<file path="config.mk">
export PLATFORM = sky130hd
export DESIGN_NAME = fifo_rd_packer
export DESIGN_NICKNAME = d
export VERILOG_FILES = /design/src/rtl/fifo_rd_packer.sv
export SDC_FILE = /design/constraint.sdc
export NUM_CORES = 1
export LEC_CHECK = 0
export CAP_MARGIN = 20
export CORE_UTILIZATION = 39
export CTS_CLUSTER_DIAMETER = 80
export CTS_CLUSTER_SIZE = 30
export DETAILED_ROUTE_END_ITERATION = 10
export SKIP_LAST_GASP = 1
export SLEW_MARGIN = 5
export SYNTH_ARGS = -nofsm -noshare
export SYNTH_HDL_FRONTEND = slang
export SYNTH_SLANG_ARGS = --single-unit
</file>
<file path="constraint.sdc">
create_clock -name clk -period 2.2 [get_ports clk]
set_input_delay 0.33 -clock clk [delete_from_list [all_inputs] [get_ports clk]]
set_output_delay 0.33 -clock clk [all_outputs]
set_load 0.01 [all_outputs]
</file>
<file path="src/rtl/fifo_rd_packer.sv">
// Read-side packer for the async FIFO: pops show-ahead bytes and packs PACK of them
// into one wide word on a valid/ready stream; a flush emits a masked partial word.
module fifo_rd_packer #(
   parameter int DATAWIDTH = 8,
   parameter int PACK      = 4
) (
   input  logic                      clk,
   input  logic                      rst_n,
   input  logic [DATAWIDTH-1:0]      I_fifo_data,
   input  logic                      I_fifo_empty,
   output logic                      O_fifo_rden,
   input  logic                      I_flush,
   output logic [DATAWIDTH*PACK-1:0] O_data,
   output logic [PACK-1:0]           O_keep,
   output logic                      O_valid,
   input  logic                      I_ready,
   output logic                      O_dbg_state
);

   localparam int LW = $clog2(PACK);
   localparam int CW = LW + 1;
   localparam logic [CW-1:0] C_PACK = CW'(PACK);

   typedef enum logic {ST_RUN = 1'b0, ST_FLUSH = 1'b1} state_t;

   // Stream handshake: a word moves to the sink on any edge where O_valid & I_ready;
   // O_valid never drops and O_data/O_keep never change until that happens.
   state_t                        r_state;
   state_t                        w_state_nxt;
   logic [PACK-1:0][DATAWIDTH-1:0] r_asm;
   logic [CW-1:0]                 r_cnt;
   logic [DATAWIDTH*PACK-1:0]     r_data;
   logic [PACK-1:0]               r_keep;
   logic                          r_valid;

   logic                          w_out_free;
   logic                          w_full;
   logic                          w_xfer;
   logic                          w_pop;
   logic [LW-1:0]                 w_lane;
   logic [DATAWIDTH*PACK-1:0]     w_data;
   logic [PACK-1:0]               w_keep;

   always_ff @(posedge clk or negedge rst_n) begin
      if (!rst_n) r_state <= ST_RUN;
      else        r_state <= w_state_nxt;
   end

   always_comb begin
      w_state_nxt = r_state;
      case (r_state)
         ST_RUN:   if (I_flush) w_state_nxt = ST_FLUSH;
         ST_FLUSH: if (w_xfer || (r_cnt == '0)) w_state_nxt = ST_RUN;
         default:  w_state_nxt = ST_RUN;
      endcase
   end

   // A pop on a transfer cycle refills lane 0 so streaming never stalls.
   always_comb begin
      w_out_free = !r_valid || I_ready;
      w_full     = (r_cnt == C_PACK);
      w_xfer     = w_out_free && (w_full || ((r_state == ST_FLUSH) && (r_cnt != '0)));
      w_pop      = rst_n && !I_fifo_empty && (r_state == ST_RUN) && (!w_full || w_xfer);
      w_lane     = w_xfer ? '0 : r_cnt[LW-1:0];
   end

   always_comb begin
      w_data = '0;
      w_keep = '0;
      for (int i = 0; i < PACK; i++) begin
         w_keep[i] = (CW'(i) < r_cnt);
         if (w_keep[i]) w_data[i*DATAWIDTH +: DATAWIDTH] = r_asm[i];
      end
   end

   always_ff @(posedge clk or negedge rst_n) begin
      if (!rst_n) begin
         r_asm <= '0;
         r_cnt <= '0;
      end else begin
         if (w_pop) r_asm[w_lane] <= I_fifo_data;
         if (w_xfer)     r_cnt <= w_pop ? CW'(1) : '0;
         else if (w_pop) r_cnt <= r_cnt + CW'(1);
      end
   end

   always_ff @(posedge clk or negedge rst_n) begin
      if (!rst_n) begin
         r_data  <= '0;
         r_keep  <= '0;
         r_valid <= 1'b0;
      end else if (w_xfer) begin
         r_data  <= w_data;
         r_keep  <= w_keep;
         r_valid <= 1'b1;
      end else if (I_ready) begin
         r_valid <= 1'b0;
      end
   end

   assign O_fifo_rden = w_pop;
   assign O_data      = r_data;
   assign O_keep      = r_keep;
   assign O_valid     = r_valid;
   assign O_dbg_state = r_state;

endmodule

</file>
==> flow_summary.ini, run 1 <==
[run_status]
outcome = completed

[floorplan]
die_w_um = 88.1
initial_core_util_pct = 40.1
design.core.area_um2 = 7210
io_pins = 52
die_area_um2 = 7770
row_count = 31
die_h_um = 88.1

[placed_design]
place.gp.congestion = 0.816
dp_hpwl_mm = 4.14
post-place-ws_ps = -2.41
numPortBuffers = 51

[drt]
wl_mm = 6.20
routed_via_density = 4.76
drt-met1-wl_mm = 2.97
wl_met3_um = 164
dr_wl_met2_mm = 2.88
avgRoutedWirePerCell_um = 15.1
first_iter_violations = 81
dr_total_vias = 1963
drt_pass1_iterations = 4
drc = 0
drt.antenna.violating_nets = 0
dr.max_layer_used = met4

[critical_path]
cp-end-kind = primary output
required_ps = 1870
r2r_cells = 6
path_delay_family = flip-flops
critPathBufInv = 1
cp_data_arrival_time_ps = 1670
r2r-end = r_asm[30]$_DFFE_PN0P_
path_cells = or3b_4, a31oi_1, dlygate4sd2_1
crit_type = register to primary output
slowest_delay_ps = 440
r2r-start = O_dbg_state$_DFF_PN0_
critPathLaunchType = register
cp_max_fo = 5
r2r_slack_ps = 260
crit_slowest_cell = dfrtp_1

[power_and_ir_drop]
total_power_w = 0.00524
swShare_pct = 32.8
p_sw_w = 0.00172
power_frac_clock_pct = 21.3
p_int_w = 0.00353
sequentialPowerShare_pct = 40.7
powerDensity_nw_per_um2 = 1360
pwr-share-comb_pct = 38.0
peakVddDrop_v = 0.000539
power_leakage_nw = 1.85

[synthesis]
ys_types = 30
synth-simple-area-share_pct = 14.5
synthTopCellsByArea = dfrtp_1, mux2_2, nand2_1
seq_area_frac_synth_pct = 63.1
syn_nets = 253
ys_seq_elements = 73
synth_area_leader_cell = dfrtp_1
synth_area_um2 = 2890
synthCells = 238
synth_edf_count = 0
synth_compound_area_share_pct = 4.97
synth_xor_area_share_pct = 0.303
async_reset_ff_share_pct = 100
synth_mux_area_share_pct = 13.9
synth_ff_type = dfrtp_1
synth_fa_ha_area_share_pct = 0.865
postSynthAreaPerCell_um2 = 12.2
synth_top_area_share_pct = 63.1
yosys_warnings = 0
synth_top_family_by_area = simple AND/OR/NAND/NOR gates

[grt]
grt_max_degree = 63
grt_pass1_vias = 1955
antenna_found_initial = 0
grt_usage_pct = 18.1
grt_pass1_wl_mm = 10.0
grt_overflow_total = 0

[clock_tree]
cts_tree = done
cts_buffer_depth = 2
h-tree-depth = 3
clock_sinks = 73
cts_root_buffer = clkbuf_8
worstSkewPairLatency_ps = 340
cts_setup_buffers = 0
path_clk_slew_ps = 70
cts_buffers = 9

[min_path]
holdCritPathClass = register to register
hold_path_startpoint = O_data[24]$_DFFE_PN0P_
holdPathStages = 2
hold_end = O_data[24]$_DFFE_PN0P_

[sta]
worstMarginPinSlew_ps = 777
finalCriticalPeriod_ps = 2000
finalSetupTns_ps = 0
timing.final.crit_share_pct = 90.7
rsz0062_at_grt = false
slew_violations = 0
slew_headroom_pct = 48.2
max_clock_freq_mhz = 501
fin_skew_ps = 6.13
hold_slack_ps = 466
hold_violations = 0
fin_ws_ps = 204
setup_violations = 0

[layout]
final_util_pct = 53.4
synthToLayoutAreaGrowth_pct = 33.2
drive_above_1_share_pct = 23.3
antennaDiodeCount = 0
layout_common_cells = dfrtp_1, nand2_1, clkdlybuf4s50_1
final_common_cell = dfrtp_1
fillers = 678
final_nets = 323

[run]
maxCapViolations = 0
synth_stat cells, types with 2 or more instances:
library cell / instances
inv_1: 2
buf_2: 5
o21ai_0: 2
ha_1: 2
mux2i_1: 3
a22o_1: 8
dfrtp_1: 73
clkbuf_1: 4
mux2_2: 33
nand3_2: 2
nand3_1: 25
a31oi_1: 2
nand2_1: 59
nor2_2: 2
layout make-up:
| class | count | area [um2] | share of cell area (%) |
|---|---|---|---|
| sequential | 73 | 1830 | 47.4 |
| multi-input combinational | 151 | 998 | 25.9 |
| timing repair buffer | 70 | 682 | 17.7 |
| clock buffer | 10 | 128 | 3.31 |
| tap | 99 | 124 | 3.22 |
| clock inverter | 6 | 82.6 | 2.14 |
| inverter | 3 | 11.3 | 0.292 |
sequential cells by signal, indices dropped and copies added (netlist names):
| name | count |
|---|---|
| O_data | 32 |
| r_asm | 32 |
| O_keep | 4 |
| r_cnt | 3 |
| O_dbg_state | 1 |
| O_valid | 1 |
routing by layer:
metal | vias to the layer above | global-route usage [%]
li1 | 952 | -
met1 | 957 | 24.8
met2 | 41 | 27.3
met3 | 13 | 3.39
met4 | 0 | 10.1
met5 | - | 0
power by group through the flow:
stage,Clock [W],Combinational [W],Sequential (W)
2_1_floorplan,0,0.00101,0.00221
3_3_place_gp,0,0.00195,0.00214
3_5_place_dp,0,0.00199,0.00216
4_1_cts,0.00115,0.00200,0.00213
5_1_grt,0.00120,0.00220,0.00220
6_report,0.00112,0.00199,0.00213
kinds of logic after synthesis:
family          count (synthesis)
mux                            36
fa+ha+maj                       2
flops                          73
simple gates                   94
compound gates                 18
buf+inv                        14
xor+xnor                        1
stage by stage:
step,cells,area (um2)
final,412,3850
after global routing,412,3850
after CTS,411,3840
after detailed placement,394,3620
after global placement,394,3620
after floorplan,238,2890
repair_timing:
| item | CTS | global route |
|---|---|---|
| gates resized for setup | 1 | 0 |
| endpoints found under the setup margin | 1 | 0 |
| hold buffers | 1 | 0 |
| endpoints found under the hold margin | 11 | 0 |
how the worst max path moves through the flow:
stage	startpoint	endpoint	slack [ps]	depth (start not counted)
3_5_place_dp	I_fifo_empty	O_fifo_rden	-2	4
2_1_floorplan	r_cnt[1]$_DFFE_PN0P_	r_asm[0]$_DFFE_PN0P_	220	7
6_report	O_dbg_state$_DFF_PN0_	O_fifo_rden	200	3
3_3_place_gp	I_fifo_empty	O_fifo_rden	10	4
5_1_grt	r_cnt[0]$_DFFE_PN0P_	O_fifo_rden	60	5
4_1_cts	r_cnt[1]$_DFFE_PN0P_	O_data[0]$_DFFE_PN0P_	150	6
tightest hold or removal path, stage by stage, from the launching register on:
cell and delay (ps):
dfrtp_1 340, nand2_1 50, nand2_1 40
Power figures use the tool's default switching activity.
==> run 2, diff against run 1 <==
--- a/config.mk
+++ b/config.mk
@@ -6,10 +6,13 @@
 export NUM_CORES = 1
 export LEC_CHECK = 0
 export CAP_MARGIN = 20
+export CORE_ASPECT_RATIO = 0.8
+export CORE_MARGIN = 10
 export CORE_UTILIZATION = 39
 export CTS_CLUSTER_DIAMETER = 80
 export CTS_CLUSTER_SIZE = 30
 export DETAILED_ROUTE_END_ITERATION = 10
+export PLACE_DENSITY = 0.62
 export SKIP_LAST_GASP = 1
 export SLEW_MARGIN = 5
 export SYNTH_ARGS = -nofsm -noshare
==> flow_summary.ini, run 2 (synthesis results as in run 1) <==
[drt]
drc = 0
drt.antenna.violating_nets = 0
wl_met3_um = 494
first_iter_violations = 62
dr.max_layer_used = met4
drt-met1-wl_mm = 3.07
wl_mm = 6.54
drt_pass1_iterations = 4
dr_total_vias = 1979
routed_via_density = 5.00
dr_wl_met2_mm = 2.88
avgRoutedWirePerCell_um = 16.5

[critical_path]
cp_data_arrival_time_ps = 1790
r2r-start = r_cnt[0]$_DFFE_PN0P_
crit_type = register to primary output
required_ps = 1870
cp_max_fo = 6
r2r-end = O_keep[3]$_DFFE_PN0P_
critPathBufInv = 3
cp-endpoint = O_fifo_rden
cp.depth = 5
r2r_cells = 6
critPathLaunch = r_cnt[0]$_DFFE_PN0P_
cp-end-kind = primary output
critPathLaunchType = register
r2r_slack_ps = 160
crit_slowest_cell = dfrtp_1
path_delay_family = buffers and inverters
path_cells = inv_1, ha_1, buf_4, a31oi_1, dlygate4sd2_1
slowest_delay_ps = 350

[layout]
synthToLayoutAreaGrowth_pct = 31.4
layout_common_cells = dfrtp_1, nand2_1, clkdlybuf4s50_1
final_common_cell = dfrtp_1
antennaDiodeCount = 0
layout.cells.non_filler = 396
stdcell_area_um2 = 3800
final_util_pct = 53.8
drive_above_1_share_pct = 22.3
fillers = 620
final_nets = 319

[grt]
grt_usage_pct = 12.1
grt_pass1_vias = 2045
grt_pass1_wl_mm = 10.7
grt_max_degree = 74
grt_overflow_total = 0
antenna_found_initial = 0

[clock_tree]
cts_setup_buffers = 0
clock_sinks = 73
h-tree-depth = 3
worstSkewPairLatency_ps = 350
cts_tree = done
cts_buffer_depth = 2
cts_buffers = 9
cts_root_buffer = clkbuf_8
path_clk_slew_ps = 70

[floorplan]
row_count = 27
design.core.area_um2 = 7060
die_area_um2 = 11300
die_w_um = 116
io_pins = 52
die_h_um = 97.0
initial_core_util_pct = 41.0

[power_and_ir_drop]
power_leakage_nw = 1.83
p_int_w = 0.00344
power_frac_clock_pct = 21.0
pwr-share-comb_pct = 37.6
powerDensity_nw_per_um2 = 1350
sequentialPowerShare_pct = 41.4
peakVddDrop_v = 0.000572
swShare_pct = 32.9
p_sw_w = 0.00169

[sta]
setup_violations = 0
fin_skew_ps = 7.52
max_clock_freq_mhz = 473
finalCriticalPeriod_ps = 2120
fin_ws_ps = 84.1
rsz0062_at_grt = true
timing.final.crit_share_pct = 96.2
slew_headroom_pct = 39.1
slew_violations = 0
worstMarginPinSlew_ps = 913
hold_violations = 0

[run_status]
outcome = completed

[run]
maxCapViolations = 0

[placed_design]
dp_hpwl_mm = 4.55
placed_cell_area_um2 = 3590
post-place-ws_ps = -36.6
numPortBuffers = 51
place_inst = 380
place.gp.congestion = 0.721

[min_path]
holdCritPathClass = primary input to async pin
[run 2: cell types whose count changed in the layout (fill, tap and decap cells not counted)]
cell | before | now
nor2_2 | 2 | 1
nor2_4 | 0 | 1
bufinv_16 | 2 | 1
clkbuf_1 | 1 | 2
buf_8 | 1 | 0
clkinvlp_4 | 1 | 0
clkinv_2 | 3 | 1
buf_4 | 15 | 13
dlygate4sd3_1 | 1 | 0
clkbuf_8 | 9 | 12
[run 2: worst register-to-register path: cells and delay by family, from the launching register on]
kind	cells	cell delay, ps
flops	1	380
buf+inv	2	410
mux	1	380
compound gates	1	90
fa+ha+maj	1	290
simple gates	1	380
[run 2: per-layer routing]
layer  GRT usage, %  up-vias
met3           5.30       10
met5              0        -
met1           16.0      971
met4           4.58        0
li1               -      948
met2           16.9       50
[run 2: metrics by stage]
stage	total power [W]	hold WS, ps	TNS [ps]
after floorplan	0.00322	34.4	0
final	0.00513	221	0
after detailed placement	0.00411	456	-36.6
after global placement	0.00406	449	-37.0
after CTS	0.00521	282	0
after global routing	0.00549	312	-18.4
[run 2: how the worst min path moves through the flow]
stage	endpoint	slack (ps)	cells past startpoint
finish	O_data[29]$_DFFE_PN0P_	220	2
global route	O_data[28]$_DFFE_PN0P_	310	2
CTS	O_data[28]$_DFFE_PN0P_	280	2
detailed placement	O_data[31]$_DFFE_PN0P_	460	2
global placement	O_data[25]$_DFFE_PN0P_	450	2
floorplan	O_data[0]$_DFFE_PN0P_	30	0
[run 2: timing repair]
item	CTS	global route
hold buffers	0	0
endpoints found under the setup margin	1	23
resized for setup	1	1
[run 2: layout make-up]
| class | instances | area, um2 | share of cell area [%] |
|---|---|---|---|
| well taps | 87 | 109 | 2.86 |
| flip-flops and latches | 73 | 1830 | 48.1 |
| inverters | 3 | 11.3 | 0.296 |
| clock inverters | 2 | 35.0 | 0.922 |
| clock buffers | 14 | 173 | 4.54 |
| repair buffers | 66 | 642 | 16.9 |
| multi-input cells | 151 | 1000 | 26.4 |
[run 2: power groups by stage]
| stage | Combinational [W] | Sequential, W | Clock, W |
|---|---|---|---|
| finish | 0.00193 | 0.00212 | 0.00108 |
| global route | 0.00213 | 0.00219 | 0.00117 |
| CTS | 0.00197 | 0.00213 | 0.00111 |
| detailed placement | 0.00196 | 0.00215 | 0 |
| global placement | 0.00192 | 0.00214 | 0 |
| floorplan | 0.00101 | 0.00221 | 0 |
==> run 3, diff against run 2 <==
--- a/config.mk
+++ b/config.mk
@@ -6,13 +6,15 @@
 export NUM_CORES = 1
 export LEC_CHECK = 0
 export CAP_MARGIN = 20
+export CELL_PAD_IN_SITES_DETAIL_PLACEMENT = 2
+export CELL_PAD_IN_SITES_GLOBAL_PLACEMENT = 2
 export CORE_ASPECT_RATIO = 0.8
 export CORE_MARGIN = 10
-export CORE_UTILIZATION = 39
+export CORE_UTILIZATION = 37
 export CTS_CLUSTER_DIAMETER = 80
 export CTS_CLUSTER_SIZE = 30
 export DETAILED_ROUTE_END_ITERATION = 10
-export PLACE_DENSITY = 0.62
+export PLACE_DENSITY = 0.84
 export SKIP_LAST_GASP = 1
 export SLEW_MARGIN = 5
 export SYNTH_ARGS = -nofsm -noshare
==> constraint.sdc (replaced) <==
create_clock -name clk -period 2.7 [get_ports clk]
set_input_delay 0.405 -clock clk [delete_from_list [all_inputs] [get_ports clk]]
set_output_delay 0.405 -clock clk [all_outputs]
set_load 0.01 [all_outputs]
==> flow_summary.ini, run 3 (synthesis results as in run 1) <==
[layout]
layout_common_cells = dfrtp_1, nand2_1, clkdlybuf4s50_1
synthToLayoutAreaGrowth_pct = 29.4
final_common_cell = dfrtp_1
antennaDiodeCount = 0
layout.cells.non_filler = 404
drive_above_1_share_pct = 20.7
final_util_pct = 49.9
final_nets = 309
stdcell_area_um2 = 3740
fillers = 769

[sta]
fin_skew_ps = 11.1
setup_violations = 0
worstMarginPinSlew_ps = 913
rsz0062_at_grt = false
finalCriticalPeriod_ps = 2530
slew_headroom_pct = 39.1
max_clock_freq_mhz = 396
hold_violations = 0
finalSetupTns_ps = 0
slew_violations = 0
timing.final.crit_share_pct = 93.6

[min_path]
holdCritPathClass = primary input to async pin

[grt]
grt_pass1_vias = 2325
grt_overflow_total = 0
grt_pass1_wl_mm = 13.4
antenna_found_initial = 0
grt_usage_pct = 14.7
grt_max_degree = 74

[drt]
first_iter_violations = 57
routed_via_density = 5.04
drt.antenna.violating_nets = 0
drt_pass1_iterations = 4
wl_mm = 8.26
avgRoutedWirePerCell_um = 20.5
drc = 0
dr_total_vias = 2038

[clock_tree]
clock_sinks = 73
cts_root_buffer = clkbuf_8
cts_buffer_depth = 2
cts_tree = done
cts_buffers = 9
hold_buffers = 0
worstSkewPairLatency_ps = 360
path_clk_slew_ps = 80
h-tree-depth = 3

[run]
maxCapViolations = 0

[placed_design]
dp_hpwl_mm = 5.44
place_inst = 388
placed_cell_area_um2 = 3510
numPortBuffers = 51
place.gp.congestion = 0.734

[power_and_ir_drop]
powerDensity_nw_per_um2 = 1160
peakVddDrop_v = 0.000454
power_leakage_nw = 1.77

[floorplan]
die_w_um = 119
row_count = 28
die_area_um2 = 11800
die_h_um = 99.1
design.core.area_um2 = 7500
io_pins = 52
initial_core_util_pct = 38.6

[critical_path]
crit_type = register to primary output
critPathLaunchType = register
cp_max_fo = 8
cp-end-kind = primary output
required_ps = 2300
cp_data_arrival_time_ps = 2120

[run_status]
outcome = completed
run 3: cell count changes in the layout (fill, tap and decap cells not counted), sizes merged:
cell / change
buf: -10
bufinv: +1
clkbuf: -2
clkdlybuf4s50: +1
clkinv: -2
clkinvlp: +2
dlygate4sd2: -1
inv: +1
run 3: layout make-up:
type	instances	area [um2]	area share, %
clock inverters	4	75.1	2.01
clock buffers	12	155	4.14
well taps	105	131	3.51
inverters	3	11.3	0.301
repair buffers	56	543	14.5
flip-flops and latches	73	1830	48.8
multi-input cells	151	1000	26.7
run 3: per-stage QoR:
step / power (W) / setup WS (ps) / hold WS (ps)
after floorplan: 0.00263 / 719 / 109
after global placement: 0.00324 / 309 / 449
after detailed placement: 0.00335 / 280 / 463
after CTS: 0.00440 / 89.0 / 334
after global routing: 0.00463 / 70.6 / 374
final: 0.00434 / 173 / 294
run 3: final timing paths:
path                       cells after the start  slack (ps)              startpoint                     end
min                                            2         290                   rst_n  O_data[24]$_DFFE_PN0P_
max in group asynchronous                      2        1790                   rst_n    r_asm[0]$_DFFE_PN0P_
min reg2reg                                    2         470  O_data[27]$_DFFE_PN0P_  O_data[27]$_DFFE_PN0P_
min in group clk                               2         470  O_data[27]$_DFFE_PN0P_  O_data[27]$_DFFE_PN0P_
max reg2reg                                    7         400    r_cnt[0]$_DFFE_PN0P_    r_cnt[0]$_DFFE_PN0P_
max                                            4         170    r_cnt[0]$_DFFE_PN0P_             O_fifo_rden
run 3: critical path: stages (launching register included):
cell and delay [ps]:
dfrtp_1 470, inv_1 160, ha_2 290, a31oi_1 250, clkdlybuf4s50_1 580
run 3: layer usage:
metal | vias to the layer above | share of wire [%] | wire length, um | global-route usage, %
li1 | 917 | - | - | -
met4 | 0 | 0.84 | 69 | 3.94
met5 | - | 0 | 0 | 0
met2 | 54 | 48 | 4000 | 23.5
met1 | 1058 | 45 | 3710 | 17.6
met3 | 9 | 5.9 | 485 | 6.61
run 3: where the power goes:
group          switching [W]  internal, W
logic               0.000817     0.000723
registers           0.000299      0.00152
clock network       0.000413     0.000571
run 3: repair_timing:
action,in CTS,in global routing
gates resized for setup,1,1
setup endpoints to repair,1,1
setup buffers,0,0
